<file path="src/rtl/hybrid_stream_decrypt.sv">
// -----------------------------------------------------------------------------
// hybrid_stream_decrypt
//
// Streaming Polybius + Vigenere decryptor. Accepts one Polybius ciphertext
// symbol per cycle over a valid/ready stream and emits one plaintext byte per
// cycle. The repeating Vigenere key (1..KEY_MAX characters) is loaded at run
// time through the cfg_/key_ interface.
//
// Alphabet: index 0..25 = 'A'..'Z', index 26..35 = '0'..'9'.
//
// Ports:
//   clk, rst                        clock, synchronous active-high reset
//   cfg_start, cfg_key_len          begin a key load of cfg_key_len bytes
//   cfg_err                         one-cycle pulse: cfg_start rejected
//   key_valid, key_data             key bytes, consumed in LOAD only
//   key_err                         sticky: an illegal key byte was loaded
//   s_valid/s_ready/s_data/s_last   ciphertext stream, {row_ascii, col_ascii}
//   m_valid/m_ready/m_data/m_err/m_last  plaintext stream
//   busy                            LOAD in progress or pipeline not empty
//
// Pipeline: stage 1 = Polybius decode + key RAM read, stage 2 = Vigenere
// subtraction, whose register drives the m_* outputs.
// -----------------------------------------------------------------------------
module hybrid_stream_decrypt #(
    parameter int KEY_MAX = 32,
    parameter int KW      = $clog2(KEY_MAX)
) (
    input  logic          clk,
    input  logic          rst,
    input  logic          cfg_start,
    input  logic [KW:0]   cfg_key_len,
    output logic          cfg_err,
    input  logic          key_valid,
    input  logic [7:0]    key_data,
    output logic          key_err,
    input  logic          s_valid,
    output logic          s_ready,
    input  logic [15:0]   s_data,
    input  logic          s_last,
    output logic          m_valid,
    input  logic          m_ready,
    output logic [7:0]    m_data,
    output logic          m_err,
    output logic          m_last,
    output logic          busy
);

    typedef enum logic [1:0] {ST_IDLE, ST_LOAD, ST_RUN} state_t;

    state_t        state_q, state_d;
    logic [KW:0]   key_len_q, key_len_d;
    logic [KW-1:0] load_cnt_q, load_cnt_d;
    logic [KW-1:0] key_idx_q, key_idx_d;
    logic          key_err_q, key_err_d;
    logic          cfg_err_q, cfg_err_d;
    logic          busy_q, busy_d;

    // Stage 1 registers
    logic          v1_q, v1_d;
    logic [5:0]    c1_q, c1_d;
    logic          e1_q, e1_d;
    logic          l1_q, l1_d;

    // Stage 2 / output registers
    logic          m_valid_q, m_valid_d;
    logic [7:0]    m_data_q, m_data_d;
    logic          m_err_q, m_err_d;
    logic          m_last_q, m_last_d;

    // Key RAM holds alphabet indices, not ASCII, so stage 2 needs no remap.
    logic [5:0]    key_mem [KEY_MAX];
    logic [5:0]    key_rd_q;
    logic          key_we;
    logic [5:0]    key_wd;

    logic          adv1, adv2, accept, pipe_empty, len_ok;
    logic          key_byte_ok;
    logic [5:0]    key_byte_idx;
    logic          row_ok, col_ok;
    logic [2:0]    row_off, col_off;
    logic [5:0]    poly_idx;
    logic [5:0]    vig_idx;
    logic [7:0]    vig_ascii;

    // Handshake
    assign adv2       = !m_valid_q || m_ready;
    assign adv1       = !v1_q || adv2;
    assign s_ready    = (state_q == ST_RUN) && adv1;
    assign accept     = s_valid && s_ready;
    assign pipe_empty = !v1_q && !m_valid_q;
    assign len_ok     = (cfg_key_len != '0) && (cfg_key_len <= (KW+1)'(KEY_MAX));

    // Key byte to alphabet index; illegal bytes store index 0.
    always_comb begin
        key_byte_ok  = 1'b0;
        key_byte_idx = 6'd0;
        if (key_data >= 8'h41 && key_data <= 8'h5A) begin
            key_byte_ok  = 1'b1;
            key_byte_idx = 6'(key_data - 8'h41);
        end else if (key_data >= 8'h30 && key_data <= 8'h39) begin
            key_byte_ok  = 1'b1;
            key_byte_idx = 6'(key_data - 8'h30) + 6'd26;
        end
    end

    // Polybius decode: ASCII '1'..'6' has low bits 1..6, so the offset is
    // the low three bits minus one once the full byte is range-checked.
    always_comb begin
        row_ok   = (s_data[15:8] >= 8'h31) && (s_data[15:8] <= 8'h36);
        col_ok   = (s_data[7:0]  >= 8'h31) && (s_data[7:0]  <= 8'h36);
        row_off  = s_data[10:8] - 3'd1;
        col_off  = s_data[2:0]  - 3'd1;
        poly_idx = ({3'b000, row_off} * 6'd6) + {3'b000, col_off};
    end

    // Vigenere: true result is always 0..35, so 6-bit modular arithmetic in
    // the c+36-k branch yields the exact value despite intermediate overflow.
    always_comb begin
        if (c1_q >= key_rd_q) begin
            vig_idx = c1_q - key_rd_q;
        end else begin
            vig_idx = c1_q + 6'd36 - key_rd_q;
        end
        if (vig_idx < 6'd26) begin
            vig_ascii = {2'b00, vig_idx} + 8'h41;
        end else begin
            vig_ascii = {2'b00, vig_idx - 6'd26} + 8'h30;
        end
    end

    // Control FSM next state
    always_comb begin
        state_d    = state_q;
        key_len_d  = key_len_q;
        load_cnt_d = load_cnt_q;
        key_idx_d  = key_idx_q;
        key_err_d  = key_err_q;
        cfg_err_d  = 1'b0;
        key_we     = 1'b0;
        key_wd     = key_byte_idx;

        case (state_q)
            ST_IDLE: begin
                if (cfg_start) begin
                    if (len_ok) begin
                        state_d    = ST_LOAD;
                        key_len_d  = cfg_key_len;
                        load_cnt_d = '0;
                        key_err_d  = 1'b0;
                    end else begin
                        cfg_err_d = 1'b1;
                    end
                end
            end
            ST_LOAD: begin
                if (key_valid) begin
                    key_we = 1'b1;
                    if (!key_byte_ok) begin
                        key_err_d = 1'b1;
                    end
                    if ((KW+1)'(load_cnt_q) + (KW+1)'(1) == key_len_q) begin
                        state_d   = ST_RUN;
                        key_idx_d = '0;
                    end else begin
                        load_cnt_d = load_cnt_q + 1'b1;
                    end
                end
            end
            ST_RUN: begin
                if (accept) begin
                    // s_last restarts the key so every message begins at key[0].
                    if (s_last || ((KW+1)'(key_idx_q) == key_len_q - (KW+1)'(1))) begin
                        key_idx_d = '0;
                    end else begin
                        key_idx_d = key_idx_q + 1'b1;
                    end
                end
                if (cfg_start) begin
                    if (len_ok && pipe_empty) begin
                        state_d    = ST_LOAD;
                        key_len_d  = cfg_key_len;
                        load_cnt_d = '0;
                        key_err_d  = 1'b0;
                        key_idx_d  = '0;
                    end else begin
                        cfg_err_d = 1'b1;
                    end
                end
            end
            default: state_d = ST_IDLE;
        endcase
    end

    // Datapath next state
    always_comb begin
        v1_d      = v1_q;
        c1_d      = c1_q;
        e1_d      = e1_q;
        l1_d      = l1_q;
        m_valid_d = m_valid_q;
        m_data_d  = m_data_q;
        m_err_d   = m_err_q;
        m_last_d  = m_last_q;

        if (adv1) begin
            v1_d = accept;
            if (accept) begin
                c1_d = poly_idx;
                e1_d = !(row_ok && col_ok);
                l1_d = s_last;
            end
        end

        if (adv2) begin
            m_valid_d = v1_q;
            if (v1_q) begin
                m_data_d = e1_q ? 8'h3F : vig_ascii;
                m_err_d  = e1_q;
                m_last_d = l1_q;
            end
        end

        busy_d = (state_d == ST_LOAD) || v1_d || m_valid_d;
    end

    always_ff @(posedge clk) begin
        if (rst) begin
            state_q    <= ST_IDLE;
            key_len_q  <= '0;
            load_cnt_q <= '0;
            key_idx_q  <= '0;
            key_err_q  <= 1'b0;
            cfg_err_q  <= 1'b0;
            busy_q     <= 1'b0;
            v1_q       <= 1'b0;
            c1_q       <= '0;
            e1_q       <= 1'b0;
            l1_q       <= 1'b0;
            m_valid_q  <= 1'b0;
            m_data_q   <= 8'h00;
            m_err_q    <= 1'b0;
            m_last_q   <= 1'b0;
        end else begin
            state_q    <= state_d;
            key_len_q  <= key_len_d;
            load_cnt_q <= load_cnt_d;
            key_idx_q  <= key_idx_d;
            key_err_q  <= key_err_d;
            cfg_err_q  <= cfg_err_d;
            busy_q     <= busy_d;
            v1_q       <= v1_d;
            c1_q       <= c1_d;
            e1_q       <= e1_d;
            l1_q       <= l1_d;
            m_valid_q  <= m_valid_d;
            m_data_q   <= m_data_d;
            m_err_q    <= m_err_d;
            m_last_q   <= m_last_d;
        end
    end

    // Key RAM: synchronous write during LOAD, registered read alongside the
    // stage 1 capture. Contents are not reset.
    always_ff @(posedge clk) begin
        if (key_we) begin
            key_mem[load_cnt_q] <= key_wd;
        end
        if (accept) begin
            key_rd_q <= key_mem[key_idx_q];
        end
    end

    assign cfg_err = cfg_err_q;
    assign key_err = key_err_q;
    assign m_valid = m_valid_q;
    assign m_data  = m_data_q;
    assign m_err   = m_err_q;
    assign m_last  = m_last_q;
    assign busy    = busy_q;

endmodule

</file>
<file path="config.mk">
export PLATFORM = sky130hd
export DESIGN_NAME = hybrid_stream_decrypt
export DESIGN_NICKNAME = d
export VERILOG_FILES = /design/src/rtl/hybrid_stream_decrypt.sv
export SDC_FILE = /design/constraint.sdc
export NUM_CORES = 1
export LEC_CHECK = 0
export ABC_CLOCK_PERIOD_IN_PS = 3600
export CAP_MARGIN = 20
export CELL_PAD_IN_SITES_DETAIL_PLACEMENT = 0
export CELL_PAD_IN_SITES_GLOBAL_PLACEMENT = 1
export CORE_ASPECT_RATIO = 0.6
export CORE_MARGIN = 4
export CORE_UTILIZATION = 53
export CTS_BUF_LIST = sky130_fd_sc_hd__clkbuf_4 sky130_fd_sc_hd__clkbuf_8
export DETAILED_ROUTE_END_ITERATION = 10
export GPL_TIMING_DRIVEN = 0
export PLACE_DENSITY_LB_ADDON = 0.1
export RECOVER_POWER = 100
export SETUP_SLACK_MARGIN = 0.2
export SKIP_LAST_GASP = 1
export SYNTH_ARGS = -nofsm -noshare
export SYNTH_HDL_FRONTEND = slang
export SYNTH_SLANG_ARGS = --single-unit
</file>
<file path="constraint.sdc">
create_clock -name clk -period 3.6 [get_ports clk]
set_input_delay 0.72 -clock clk [delete_from_list [all_inputs] [get_ports clk]]
set_output_delay 0.72 -clock clk [all_outputs]
set_load 0.02 [all_outputs]
</file>
==> results.ini <==
[run_status]
outcome = complete, no violations

[grt]
track_usage_pct = 22.43
grt_pass1_vias = 6774
grt_pass1_wl_mm = 39.99
antenna_found_initial = 0
grt_overflow = 0
grt_max_degree = 33

[critical_path]
critPathBufInv = 2
cp-startpoint = cfg_key_len[2]
r2r_slack_ns = 0.40
r2r_cells = 9
rr_startpoint = c1_q[1]
worstSetupPathDepth = 8
worstPathCellList = dlygate4sd3_1, or4_1, o21a_1, or4b_2, clkbuf_1, a22oi_1, mux2i_1, nor2_1
crit_family = simple AND/OR/NAND/NOR gates
critPathCapture = load_cnt_q[1]
path_class = primary input to flop
start_kind = primary input
crit_required_ns = 3.98
cp-end-kind = flop
crit_arrival_ns = 3.64
crit_fanout = 10
r2r_end = m_data[5]
crit_path_top_delay_cell = or4b_2
cpPeakStageDelay_ns = 0.63

[layout]
nets = 939
area_growth_pct = 14.24
drive_gt1_share_pct = 15.38
final-seq-area_sq_um = 6768
antenna_cells = 0
stdcell_count = 1157
multi_input_area_sq_um = 4008
fillCellCount = 1535

[routing]
drtPass1Iterations = 5
wl_per_cell_um = 22.63
wl_mm = 26.19
vias_per_cell = 5.977
via_count = 6915
ant_nets = 0
drc = 0
drt_iter0_drc = 674

[hold_path]
min_from = l1_q
min_path_type = flop to flop

[synthesis]
postSynth.asyncResetShare_pct = 0
ys_ff_latch = 239
yosysSeqAreaShare_pct = 61.20
synth.yosys.warnings = 0
synth_top_flop_cell = edfxtp_1
yosys-top-cells-area = edfxtp_1 (54%), mux4_2 (12%), dfxtp_1 (7.4%)
synth_top_area_share_pct = 53.77
synth_top_area_cell = edfxtp_1
avgSynthCellArea_sq_um = 14.45
syn_nets = 845
ys_types = 59
synth_area_sq_um = 11060
synth_edf_count = 198
syn_inst = 765

[clock_tree]
clk_latency_ns = 0.51
numCtsBuffers = 36
h-tree-depth = 2
cts.sinks = 239
cts_tree = done
cts-root-buf = clkbuf_8
cts_buffer_depth = 3
clkTransAtPathRegs_ns = 0.06
cts_setup_buffers = 0

[sta]
fin_crit_ns = 3.253
max-slew-margin-rel_pct = 4.350
timing.fmax_mhz = 307.4
period_share_pct = 90.36
rsz0062_at_grt = false
clock_skew_ns = 0.02228
setup_violations = 0
hold_violations = 0
worst_pin_slew_ns = 1.435
hold_ws_ns = 0.4675
drv_slew = 0

[floorplan]
die_y_um = 119.9
die-area_sq_um = 23310
core.rowCount = 40
die_w_um = 194.5
start_util_pct = 54.55
core_area_sq_um = 20270
io-pin-count = 52

[power]
powerDensity_nw_per_um2 = 434.0
power_w = 0.005482
power.leakage_nw = 4.250
worst_ir_drop_vdd_uv = 313.3

[placed_design]
dp_hpwl_mm = 19.15
placed_cells = 1094
port_buffers = 49
routabilityCongestion = 0.9044

[run]
maxCapViolCount = 0

==> flip-flops by register name, summed over array words and instances, names as in the netlist, 2 cells and up <==
register,cells
c1_q,6
key_idx_q,5
key_len_q,6
key_mem,192
key_rd_q,6
load_cnt_q,5
m_data,8
state_q,2
==> final cells by class <==
class,count,area share [%]
plain buffers,29,0.9014
clock buffers,54,5.141
clock inverters,9,0.3467
inverters,41,1.218
multi-input cells,456,31.73
flip-flops and latches,239,53.58
well taps,273,2.704
repair buffers,56,4.378
==> cell families (layout without fill, tap and decap cells) <==
kind of cell | Yosys count | in the layout | synth area share, %
multiplexers | 64 | 64 | 12.59
AO/OA/AOI/OAI | 109 | 109 | 6.778
flip-flops | 239 | 239 | 61.20
AND/OR/NAND/NOR | 206 | 206 | 8.917
adder cells (fa/ha/maj) | 43 | 43 | 5.341
buffers and inverters | 70 | 189 | 2.478
XOR/XNOR | 34 | 34 | 2.693
==> cells in the mapped netlist, drive strengths merged (11+ instances only) <==
cell and count:
a21oi 23, a31oi 11, clkbuf 19, dfxtp 41, edfxtp 198, ha 36, inv 41, mux4 60
nand2 75, nor2 62, o21ai 20, xnor2 24
==> report_power, final <==
group,switching [W],internal (W),total (W)
Clock,0.00102,0.00115,0.00217
Sequential,0.0000136,0.00300,0.00301
Combinational,0.000179,0.000124,0.000303
Total,0.00121,0.00427,0.00548
==> routing by layer <==
layer  vias up  wire (um)  track usage (%)  part of all wire, %
li1       3118          -                -                    -
met1      3470      12540            36.82                   48
met2       302      10760            30.09                   41
met3        25       2631            6.201                   10
met4         0        250            3.907                 0.95
met5         -          0                0                    0
==> what timing repair did <==
item / in CTS / in global routing
setup endpoints to repair: 0 / 3
resized for setup: 0 / 4
hold buffers: 0 / 0
endpoints found under the hold margin: 0 / 0
==> worst min-delay path by stage <==
| stage | cells past startpoint | to | slack [ns] |
|---|---|---|---|
| floorplan | 2 | l1_q | 0.44 |
| global placement | 2 | l1_q | 0.45 |
| detailed placement | 2 | l1_q | 0.46 |
| CTS | 2 | l1_q | 0.46 |
| global route | 1 | m_data[7] | 0.49 |
| finish | 2 | l1_q | 0.47 |
==> tightest hold or removal path, cell delays in order (launching register included) <==
cell     delay (ns)
dfxtp_1        0.31
nand2_1        0.05
a21oi_1        0.06
==> through the flow <==
stage | setup TNS, ns | utilization (%) | area [sq um] | setup slack (ns)
3_5_place_dp | -3.897 | 59.19 | 12000 | -0.1225
6_report | 0 | 62.31 | 12630 | 0.3472
2_1_floorplan | 0 | - | 11060 | 0.5131
4_1_cts | 0 | 62.61 | 12690 | 0.3042
5_1_grt | 0 | 62.31 | 12630 | 0.2133
3_3_place_gp | -207.69 | 58.65 | 11890 | -1.832
==> placed cells by master, fill, tap and decap left out, types with 11 or more instances in the layout <==
cell type        synthesis  routed
edfxtp_1               198     198
clkbuf_4                 0      15
clkbuf_1                19      25
xnor2_1                 24      24
clkbuf_8                 0      39
dlygate4sd3_1            0      20
nor2_1                  62      62
mux4_2                  60      60
a31oi_1                 11      11
ha_1                    36      36
dfxtp_1                 41      40
o21ai_0                 20      19
clkdlybuf4s50_1          0      29
nand2_1                 75      75
inv_1                   41      41
a21oi_1                 23      23
(Power assumes the default switching activity.)
==> variant 1 (same flow settings) <==
Set the parameter `KEY_MAX` to 16 (it was 32).
--- a/src/rtl/hybrid_stream_decrypt.sv
+++ b/src/rtl/hybrid_stream_decrypt.sv
@@ -22,7 +22,7 @@
 // subtraction, whose register drives the m_* outputs.
 // -----------------------------------------------------------------------------
 module hybrid_stream_decrypt #(
-    parameter int KEY_MAX = 32,
+    parameter int KEY_MAX = 16,
     parameter int KW      = $clog2(KEY_MAX)
 ) (
     input  logic          clk,
Interface: changed (resized cfg_key_len); port bits go from 52 to 51. No check against the original RTL was run, so the function may have changed too.
==> variant 1 against the original RTL <==
- sequential cell count is 99 lower
- first-iteration DRC count is 43% lower
- via count is 31% lower
- utilization is 1.7 points higher
- cell area is 34% lower
- critical path depth is 5 higher
- setup slack worse by 36 ps
- total power is 38% lower
- area after synthesis is 35% lower
- wire length is 39% lower
- clock power is 37% lower
- sequential share of layout area is 7.7 points lower
- critical path type is now reg2reg
- critical endpoint is now m_data[5]$_SDFFE_PP0P_
- largest power group unchanged
- highest routed layer unchanged
==> variant 1: results (changes against the original RTL) <==
{| class="wikitable"
! Metric !! Value
|-
| Result of the run || completed
|-
| Number of flip-flops under the largest register name || 96 (-50%)
|-
| Number of cells on the worst reg-to-reg path || 13 (+4)
|-
| Top cells by count, synth || 102 x sky130_fd_sc_hd__edfxtp_1, 46 x sky130_fd_sc_hd__inv_1, 43 x sky130_fd_sc_hd__nor2_1
|-
| CTS H-tree lvls || 4 (+2)
|-
| Total internal power || 0.00257 W (-40%)
|-
| Total nets after synthesis || 644 (-24%)
|-
| Buffer depth of the longest clock path || 2 (-1)
|-
| Max Clock Skew || 13.7 ps (-8.53 ps)
|-
| Highest clock rate || 0.304 GHz (-1.1%)
|-
| Worst slack after detailed placement || -30.0 ps (+92.5 ps)
|-
| Multi-input logic cell count || 358 (-21%)
|-
| Half-perimeter wire length of the detailed placement result || 12000 um (-37%)
|-
| Hold Path Sink || m_data[6]$_SDFFE_PP0P_
|-
| Launching instance or port of the critical path || key_rd_q[1]$_DFFE_PP_
|-
| Pleak || 2.96 nW (-30%)
|-
| Final-layout clock-cell area share || 5.10% (-0.38 points)
|-
| Count of inverters other than clock inverters in the layout || 47 (+15%)
|-
| Clock insertion delay at the later pin of the skew report || 440 ps (-70 ps)
|-
| Number of standard cells in the layout, taps in and fillers out || 825 (-29%)
|-
| Instance area at placement || 7890 sq um (-34%)
|-
| Largest cells by area after synthesis || sky130_fd_sc_hd__edfxtp_1 43%, sky130_fd_sc_hd__dfxtp_1 11%, sky130_fd_sc_hd__mux4_2 9.4%
|-
| Kind of cell adding the most delay to the critical path || adder cells
|-
| Buffer count excluding the clock tree in the final layout || 78 (-8.2%)
|-
| RePlAce Congestion || 0.837 (-7.4%)
|-
| Signal buffers share of area || 7.57% (+2.3 points)
|-
| Share of total power in combinational logic || 8.0% (+2.5 points)
|-
| Tapcells inserted || 170 (-38%)
|-
| First-pass GRT wire length || 25100 um (-37%)
|-
| Total of cells resized after clock tree synthesis || 2 (+2)
|-
| Share of cell area taken by multi-input logic gates || 36.8% (+5.1 points)
|-
| Via count of the first global-routing pass || 4617 (-32%)
|}
==> variant 1: changes by cell type after synthesis, moves of 6 or more <==
cell,before,now
sky130_fd_sc_hd__edfxtp_1,198,102
sky130_fd_sc_hd__nand2_1,75,36
sky130_fd_sc_hd__mux4_2,60,30
sky130_fd_sc_hd__nor2_1,62,43
sky130_fd_sc_hd__clkbuf_1,19,11
sky130_fd_sc_hd__nor3_1,5,12
sky130_fd_sc_hd__mux2i_1,3,9
sky130_fd_sc_hd__o21ai_0,20,26
sky130_fd_sc_hd__o21bai_1,6,0
==> variant 1: cell families after synthesis <==
kind of cell	after synthesis	synth area share (%)
simple gates	146	10.3
mux	41	11.1
buf+inv	67	3.79
xor+xnor	31	3.79
compound gates	97	9.43
fa+ha+maj	43	8.24
flops	140	53.4
==> variant 1: layer usage <==
metal	routed length (um)	track usage [%]
met3	1040	4.52
met1	8190	35.3
met4	144	5.64
met2	6560	28.3
met5	0	0
==> variant 2 (same settings) <==
Made on the original files. `c1_q` no longer has a reset.
--- a/src/rtl/hybrid_stream_decrypt.sv
+++ b/src/rtl/hybrid_stream_decrypt.sv
@@ -233,7 +233,6 @@
             cfg_err_q  <= 1'b0;
             busy_q     <= 1'b0;
             v1_q       <= 1'b0;
-            c1_q       <= '0;
             e1_q       <= 1'b0;
             l1_q       <= 1'b0;
             m_valid_q  <= 1'b0;
@@ -249,7 +248,6 @@
             cfg_err_q  <= cfg_err_d;
             busy_q     <= busy_d;
             v1_q       <= v1_d;
-            c1_q       <= c1_d;
             e1_q       <= e1_d;
             l1_q       <= l1_d;
             m_valid_q  <= m_valid_d;
@@ -257,6 +255,10 @@
             m_err_q    <= m_err_d;
             m_last_q   <= m_last_d;
         end
+    end
+
+    always_ff @(posedge clk) begin
+        c1_q <= c1_d;
     end
 
     // Key RAM: synchronous write during LOAD, registered read alongside the
Behaviour: no difference found for any inputs over 4 cycles, from zero or initial values and one cycle with rst high; that may be too few to reach the edited logic, so the function may still have changed.
==> variant 2 against the original RTL <==
- the run now ends with capacitance limit left
- hold slack worse by 2.7 ps
- setup slack got worse by 75 ps
- non-clock buffer count is the same
- wire length fell by 2.2%
- clock power rose by 9.2%
- sequential cell count unchanged
- synthesized cell count decreased by 6.8%
- cell area is 0.92% higher
- area after synthesis down 0.76%
- count of clock-buffer cells in the layout is the same
- total power is 4.0% higher
- register-to-register slack got worse by 130 ps
- maximum frequency decreased by 2.3%
- critical endpoint is now m_data[5]$_SDFFE_PP0P_
==> variant 2: results (changes against the original RTL) <==
{| class="wikitable"
! Metric !! Value
|-
| Half-perimeter wire length of the detailed placement result || 18200 um (-4.8%)
|-
| Clock insertion delay at the later pin of the skew report || 530 ps (+20 ps)
|-
| Data arrival time of the worst path || 3740 ps (+100 ps)
|-
| Number of distinct library cell variants in the gate-level netlist after synthesis || 71 (+20%)
|-
| Violated checks || capacitance limit
|-
| Share of post-route cells with drive strength above 1 || 18.3% (+2.9 points)
|-
| Total iterations of the first detailed-routing run || 5 (unchanged)
|-
| Number of max-capacitance violations reported || 1 (+1)
|-
| Xor-xnor portion of the synthesized cell area || 2.63% (-0.059 points)
|-
| Startpoint of the lowest-slack hold path || l1_q$_SDFFE_PP0P_
|-
| Overall via count from detail_route || 6577 (-4.9%)
|-
| Post-synth EDFFs || 204 (+3.0%)
|-
| CTS H-tree lvls || 2 (unchanged)
|-
| Fraction of the mapped netlist area in compound gates || 5.36% (-1.4 points)
|-
| Result of the run || finished, violations left
|-
| First-pass GRT wire length || 39400 um (-1.4%)
|-
| Critical path's slowest cell || sky130_fd_sc_hd__edfxtp_1
|-
| Pleak || 4.25 nW (about the same)
|-
| Port bufs || 51 (+4.1%)
|-
| Worst setup SP type || flop
|-
| Largest fanout on the critical path || 5 (-5)
|-
| Post-synthesis mux area share || 14.5% (+1.9 points)
|-
| Total nets after synthesis || 793 (-6.2%)
|-
| Kind of cell adding the most delay to the critical path || adder cells
|-
| Top cells by count, synth || 204 x sky130_fd_sc_hd__edfxtp_1, 79 x sky130_fd_sc_hd__nor2_1, 60 x sky130_fd_sc_hd__mux4_2
|-
| Instance area at placement || 12000 sq um (about the same)
|-
| Post-Synth Adder-Cell Area || 5.38% (+0.041 points)
|-
| Iteration-0 DRC Markers || 612 (-9.2%)
|-
| Number of nets in the layout || 891 (-5.1%)
|-
| Max VDD drop || 0.000342 V (+9.1%)
|-
| Pin count of the biggest net entering global routing || 25 (-24%)
|-
| Total global-route track usage || 22.6% (+0.17 points)
|-
| Worst slack after detailed placement || -47.2 ps (+75.2 ps)
|-
| Tightest Pin Transition || 1460 ps (+29.9 ps)
|-
| Sequential-to-total area share from yosys stat || 62.2% (+1.0 points)
|}
variant 2: cell types whose count changed in the layout (fill, tap and decap cells not counted), moves of 6 or more:
| cell | before | now |
|---|---|---|
| sky130_fd_sc_hd__mux2i_1 | 3 | 12 |
| sky130_fd_sc_hd__mux2_2 | 1 | 7 |
| sky130_fd_sc_hd__edfxtp_1 | 198 | 204 |
| sky130_fd_sc_hd__nand2_1 | 75 | 23 |
| sky130_fd_sc_hd__nor2_1 | 62 | 79 |
| sky130_fd_sc_hd__o21ai_0 | 19 | 12 |
| sky130_fd_sc_hd__a31oi_1 | 11 | 3 |
| sky130_fd_sc_hd__a2111oi_0 | 6 | 0 |
variant 2: power breakdown:
part | internal [W] | total (W) | switching (W)
clock network | 0.00133 | 0.00237 | 0.00104
registers | 0.00301 | 0.00303 | 0.0000141
logic | 0.000136 | 0.000303 | 0.000167
total | 0.00448 | 0.00570 | 0.00122
variant 2: final timing paths:
kind	to	slack, ps	cells past startpoint
min reg2reg	l1_q$_SDFFE_PP0P_	460	2
max reg2reg	m_data[5]$_SDFFE_PP0P_	270	14
max	m_data[5]$_SDFFE_PP0P_	270	14
min	l1_q$_SDFFE_PP0P_	460	2
variant 2: cell families (layout without fill, tap and decap cells):
| family | after synthesis | count (layout) |
|---|---|---|
| compound gates | 81 | 81 |
| xor+xnor | 33 | 33 |
| fa+ha+maj | 43 | 43 |
| buf+inv | 65 | 189 |
| flops | 239 | 239 |
| mux | 82 | 82 |
| simple gates | 170 | 170 |
variant 2: through the flow:
step,TNS (ps),std cells
final,0,1110
after global routing,0,1110
after CTS,0,1110
after detailed placement,-47.2,1044
after global placement,-230310,1037
after floorplan,0,713
variant 2: area by class of cell:
cell class,instances,area [sq um]
Fill cell,1478,7420
Sequential cell,239,6830
Multi-Input combinational cell,409,3900
Clock buffer,54,668
Timing Repair Buffer,60,663
Tap cell,273,342
Inverter,40,150
Clock inverter,10,98.8
Buffer,25,98.8
variant 2: repair_timing:
| action | 4_1_cts | 5_1_grt |
|---|---|---|
| pin swaps | 0 | 0 |
| gates resized for setup | 1 | 6 |
| buffers inserted | 2 | 0 |
| setup endpoints to repair | 2 | 1 |
| hold buffers | 0 | 0 |
variant 2: layer usage:
metal / track usage (%) / part of all wire [%] / vias to the layer above
met2: 30.8 / 42 / 279
met5: 0 / 0 / -
met3: 7.35 / 10 / 31
met4: 4.73 / 1.1 / 0
met1: 35.6 / 46 / 3329
li1: - / - / 2938
